## src/rtl/circle_point_gen.sv

```systemverilog
// ============================================================================
// circle_point_gen : raster-order enumerator of grid points covered by a circle
// Rev 1.0
// ============================================================================
`default_nettype none

module circle_point_gen #(
  parameter int GRID_W = 4,
  parameter int R      = 4,
  parameter int CNT_W  = 7
) (
  input  logic              CLK,
  input  logic              RST,
  input  logic              start,
  input  logic [GRID_W-1:0] cx,
  input  logic [GRID_W-1:0] cy,
  output logic              busy,
  output logic              out_valid,
  input  logic              out_ready,
  output logic [GRID_W-1:0] out_x,
  output logic [GRID_W-1:0] out_y,
  output logic              done,
  output logic [CNT_W-1:0]  count
);

  localparam int OW = GRID_W + 2;
  localparam int SW = 2 * OW;

  localparam logic signed [OW-1:0] c_dmin = OW'(-R);
  localparam logic signed [OW-1:0] c_dmax = OW'(R);
  localparam logic signed [OW-1:0] c_gmax = OW'((1 << GRID_W) - 1);
  localparam logic        [SW-1:0] c_r2   = SW'(R * R);

  typedef enum logic [1:0] {
    S_IDLE = 2'd0,
    S_SCAN = 2'd1,
    S_DONE = 2'd2
  } state_t;

  state_t                   state_q, state_d;
  logic signed [OW-1:0]     dx_q, dx_d;
  logic signed [OW-1:0]     dy_q, dy_d;
  logic        [GRID_W-1:0] cx_q, cx_d;
  logic        [GRID_W-1:0] cy_q, cy_d;
  logic        [CNT_W-1:0]  count_q, count_d;
  logic                     out_valid_q;
  logic        [GRID_W-1:0] out_x_q;
  logic        [GRID_W-1:0] out_y_q;
  logic                     busy_q;
  logic                     done_q;

  logic                     w_nvalid;
  logic        [GRID_W-1:0] w_nx;
  logic        [GRID_W-1:0] w_ny;

  // Point is emitted only if it lands on the grid and lies inside the circle.
  function automatic logic cand_ok(
    input logic        [GRID_W-1:0] c_x,
    input logic        [GRID_W-1:0] c_y,
    input logic signed [OW-1:0]     ox,
    input logic signed [OW-1:0]     oy
  );
    logic signed [OW-1:0] px;
    logic signed [OW-1:0] py;
    logic signed [SW-1:0] ex;
    logic signed [SW-1:0] ey;
    logic        [SW-1:0] d2;
    px = $signed({2'b00, c_x}) + ox;
    py = $signed({2'b00, c_y}) + oy;
    ex = SW'(ox);
    ey = SW'(oy);
    d2 = $unsigned(ex * ex + ey * ey);
    return !px[OW-1] && (px <= c_gmax) && !py[OW-1] && (py <= c_gmax) && (d2 <= c_r2);
  endfunction

  always_comb begin
    state_d = state_q;
    dx_d    = dx_q;
    dy_d    = dy_q;
    cx_d    = cx_q;
    cy_d    = cy_q;
    count_d = count_q;
    unique case (state_q)
      S_IDLE: begin
        if (start) begin
          cx_d    = cx;
          cy_d    = cy;
          dx_d    = c_dmin;
          dy_d    = c_dmin;
          count_d = '0;
          state_d = S_SCAN;
        end
      end
      S_SCAN: begin
        // Advance on a skipped candidate or a completed handshake; otherwise hold.
        if (!out_valid_q || out_ready) begin
          if (out_valid_q) begin
            count_d = count_q + CNT_W'(1);
          end
          if (dx_q == c_dmax) begin
            dx_d = c_dmin;
            if (dy_q == c_dmax) begin
              state_d = S_DONE;
            end else begin
              dy_d = dy_q + OW'(1);
            end
          end else begin
            dx_d = dx_q + OW'(1);
          end
        end
      end
      S_DONE: begin
        state_d = S_IDLE;
      end
      default: begin
        state_d = S_IDLE;
      end
    endcase
  end

  // Outputs are registered from the next candidate so they never depend on inputs combinationally.
  assign w_nvalid = (state_d == S_SCAN) && cand_ok(cx_d, cy_d, dx_d, dy_d);
  assign w_nx     = cx_d + dx_d[GRID_W-1:0];
  assign w_ny     = cy_d + dy_d[GRID_W-1:0];

  always_ff @(posedge CLK) begin
    if (RST) begin
      state_q     <= S_IDLE;
      dx_q        <= '0;
      dy_q        <= '0;
      cx_q        <= '0;
      cy_q        <= '0;
      count_q     <= '0;
      out_valid_q <= 1'b0;
      out_x_q     <= '0;
      out_y_q     <= '0;
      busy_q      <= 1'b0;
      done_q      <= 1'b0;
    end else begin
      state_q     <= state_d;
      dx_q        <= dx_d;
      dy_q        <= dy_d;
      cx_q        <= cx_d;
      cy_q        <= cy_d;
      count_q     <= count_d;
      out_valid_q <= w_nvalid;
      out_x_q     <= w_nvalid ? w_nx : '0;
      out_y_q     <= w_nvalid ? w_ny : '0;
      busy_q      <= (state_d != S_IDLE);
      done_q      <= (state_d == S_DONE);
    end
  end

  assign busy      = busy_q;
  assign out_valid = out_valid_q;
  assign out_x     = out_x_q;
  assign out_y     = out_y_q;
  assign done      = done_q;
  assign count     = count_q;

endmodule

`default_nettype wire

```

## config.mk

```make
export PLATFORM = sky130hd
export DESIGN_NAME = circle_point_gen
export DESIGN_NICKNAME = d
export VERILOG_FILES = /design/src/rtl/circle_point_gen.sv
export SDC_FILE = /design/constraint.sdc
export NUM_CORES = 1
export LEC_CHECK = 0
export BUFFER_PORTS_ARGS = -buffer_cell sky130_fd_sc_hd__buf_2
export CAP_MARGIN = 15
export CORE_ASPECT_RATIO = 0.7
export CORE_MARGIN = 5
export CORE_UTILIZATION = 45
export CTS_BUF_LIST = sky130_fd_sc_hd__clkbuf_16
export CTS_CLUSTER_DIAMETER = 40
export DETAILED_ROUTE_END_ITERATION = 7
export MAX_ROUTING_LAYER = met4
export SYNTH_ARGS = -nofsm -noshare
export SYNTH_HDL_FRONTEND = slang
export SYNTH_SLANG_ARGS = --single-unit
```

## constraint.sdc

```tcl
create_clock -name CLK -period 11.9 [get_ports CLK]
set_input_delay 0.595 -clock CLK [delete_from_list [all_inputs] [get_ports CLK]]
set_output_delay 0.595 -clock CLK [all_outputs]
set_load 0.1 [all_outputs]
```

==> results.yml <==
outcome:
  status: "finished, final reports clean"
place:
  dp_hpwl_um: 8583
  gp_congestion: 0.8764
  portBuffers: 29
cells_and_area:
  multi_input_area_mm2: 0.003183
  synthToLayoutAreaGrowth_pct: 10.00
  diodes: 0
  n_fill_cell: 946
  seq_area_um2: 800.8
  drive_gt1_frac: 0.09124
  final_nets: 662
yosys:
  synth_cells: 514
  yosysSeqAreaShare: 0.1793
  synth_top_area_cell: "fa_1"
  synth_top_cell_area_share: 0.2735
  synthesis.area_mm2: 0.004466
  ys_ff_latch: 40
  synth_nets: 629
  synth_area_per_cell_um2: 8.688
  yosys_warnings: 0
  synth_area_leaders: "fa_1 (27%), dfxtp_1 (18%), ha_1 (12%)"
  synthFlopType: "dfxtp_1"
  post_synth_num_cell_types: 51
  async_reset_ff_frac: 0
  synth-edff-count: 0
  synthTopCellsByCount: "inv_1 (117), fa_1 (61), nor2_1 (57), nand2_1 (43), ha_1 (42)"
  synth.most_common_cell: "inv_1"
critical_path:
  rr_endpoint: "out_x[2]$_SDFF_PP0_"
  setup.worst_path.start_class: "flip-flop"
  startpoint: "state_q[0]$_SDFF_PP0_"
  r2r_cells: 25
  r2r-start: "state_q[0]$_SDFF_PP0_"
  cp.arrival_ps: 8400
  crit_top_cell: "fa_1"
  critPathKind: "reg -> reg"
  cp.required_ps: 12090
  reg2reg_setup_slack_ps: 3690
  crit_slowest_cell: "o22ai_1"
  cp-endpoint: "out_x[2]$_SDFF_PP0_"
  critPathMaxFanout: 10
  end_kind: "flip-flop"
  max_stage_delay_ps: 720
sta:
  skew_ps: 3.972
  finalCritPeriodShare: 0.6903
  fmax_ghz: 0.1217
  setup_viol: 0
  slew_viol_final: 0
  tightest_slew_ps: 884.3
  rsz0062_at_grt: "no"
  hold_viol: 0
  period_minus_slack_ps: 8214
  worst_slew_margin_rel: 0.4105
  finalSetupTns_ps: 0
global_routing:
  grt_max_degree: 28
  grtUsageTotal: 0.1798
  top_usage_layer: "met1"
  met2_usage: 0.2474
  antenna_found_initial: 0
  grtUsageMet3: 0.03539
  grt.overflow.total: 0
  grt_pass1_vias: 3362
  grt_pass1_wl_um: 16550
  use_met1: 0.2788
floorplanning:
  die_area_mm2: 0.01205
  fp.dieH_um: 93.35
  die_w_um: 129.1
  start_util: 0.4611
  coreArea_mm2: 0.009684
  ios: 30
  rows: 30
clock_tree:
  cts_tree: "built"
  clock_latency_ps: 290
  ctsResizeCount: 0
  clock_path_buffers: 2
  hold_buffers: 0
  cts_sinks: 40
  clkTransAtPathRegs_ps: 60
  cts_buffers: 5
  cts_root_buf: "clkbuf_16"
  htree_levels: 2
  postCtsSetupBuffers: 0
route:
  dr_total_vias: 3338
  drt_iter0_markers: 164
  wl_per_cell_um: 14.60
  viasPerCell: 4.938
  drt_wl_total_um: 9870
  route.detailed.drc: 0
  antenna_left: 0
  drt_pass1_iterations: 4
job:
  maxCapViolCount: 0
worst_hold_path:
  worstHoldPathType: "reg -> reg"
==> layout make-up <==
class / count / area share
clock buffer: 5 / 0.02547
inverter: 120 / 0.09221
tap: 128 / 0.03260
sequential: 40 / 0.1630
clock inverter: 3 / 0.003057
timing repair buffer: 33 / 0.03566
multi-input combinational: 347 / 0.6480
==> worst min path at each step <==
stage | start | to | slack (ps) | cells past startpoint
final | count[1]$_SDFFE_PP0P_ | count[1]$_SDFFE_PP0P_ | 490 | 2
after global routing | count[1]$_SDFFE_PP0P_ | count[1]$_SDFFE_PP0P_ | 550 | 2
after CTS | count[1]$_SDFFE_PP0P_ | count[1]$_SDFFE_PP0P_ | 490 | 2
after detailed placement | count[1]$_SDFFE_PP0P_ | count[1]$_SDFFE_PP0P_ | 480 | 2
after global placement | count[1]$_SDFFE_PP0P_ | count[1]$_SDFFE_PP0P_ | 470 | 2
after floorplan | cx_q[1]$_SDFF_PP0_ | cx_q[1]$_SDFF_PP0_ | 510 | 2
==> metrics by stage <==
step | instances | util | hold slack [ps] | cell area [um2] | setup slack (ps)
CTS | 676 | 0.5072 | 489.4 | 4912 | 3683
finish | 676 | 0.5072 | 487.6 | 4912 | 3686
global route | 676 | 0.5072 | 550.6 | 4912 | 3128
detailed placement | 668 | 0.4928 | 481.7 | 4772 | 3700
floorplan | 514 | - | 514.3 | 4466 | 4345
global placement | 668 | 0.4928 | 469.7 | 4772 | 3949
==> layer usage <==
layer / routed length, um / vias to the layer above
met5: 0 / -
met4: 64 / 0
met3: 594 / 10
met2: 4004 / 50
met1: 5206 / 1604
li1: - / 1674
==> flip-flops by register name (all words and copies together) (netlist names) <==
signal and cells:
busy 1, dy_q 6, cx_q 4, count 7, state_q 2, done 1
dx_q 6, cy_q 4, out_valid 1, out_y 4, out_x 4
==> worst max-delay path: cells and delay by family, from the launching register on <==
kind | cells | cell delay, ps
adders and majority gates | 8 | 3540
and+or+nand+nor | 7 | 2360
AOI/OAI and AO/OA | 5 | 1500
DFF | 1 | 400
buffers and inverters | 5 | 330
==> kinds of logic (layout without fill, tap and decap cells) <==
kind of cell    after synthesis  in the layout  share of synthesized area
buf+inv                     127            161                     0.1079
fa+ha+maj                   103            103                     0.3911
xor+xnor                     26             26                    0.05268
simple gates                162            162                     0.1768
mux                           3              3                   0.006725
flops                        40             40                     0.1793
compound gates               53             53                    0.08546
==> layout by cell type, fill, tap and decap left out, types with 3 or more instances in the layout <==
cell type and n:
buf_2 29, o21a_1 3, nand2_1 43, nor3_1 3
nor4b_1 3, nand3_1 12, o21ai_0 13, ha_1 42
buf_4 4, mux2i_1 3, fa_1 61, nand2b_1 4
xnor2_1 15, dfxtp_1 40, xor2_1 10, a21oi_1 14
clkbuf_16 5, inv_1 118, and4_1 3, o211ai_1 3
nor4_1 8, nor2_1 57, nor2b_1 15
Power is not shown: default switching activity piles up to over one toggle a cycle in this logic, so the estimate is an artifact.
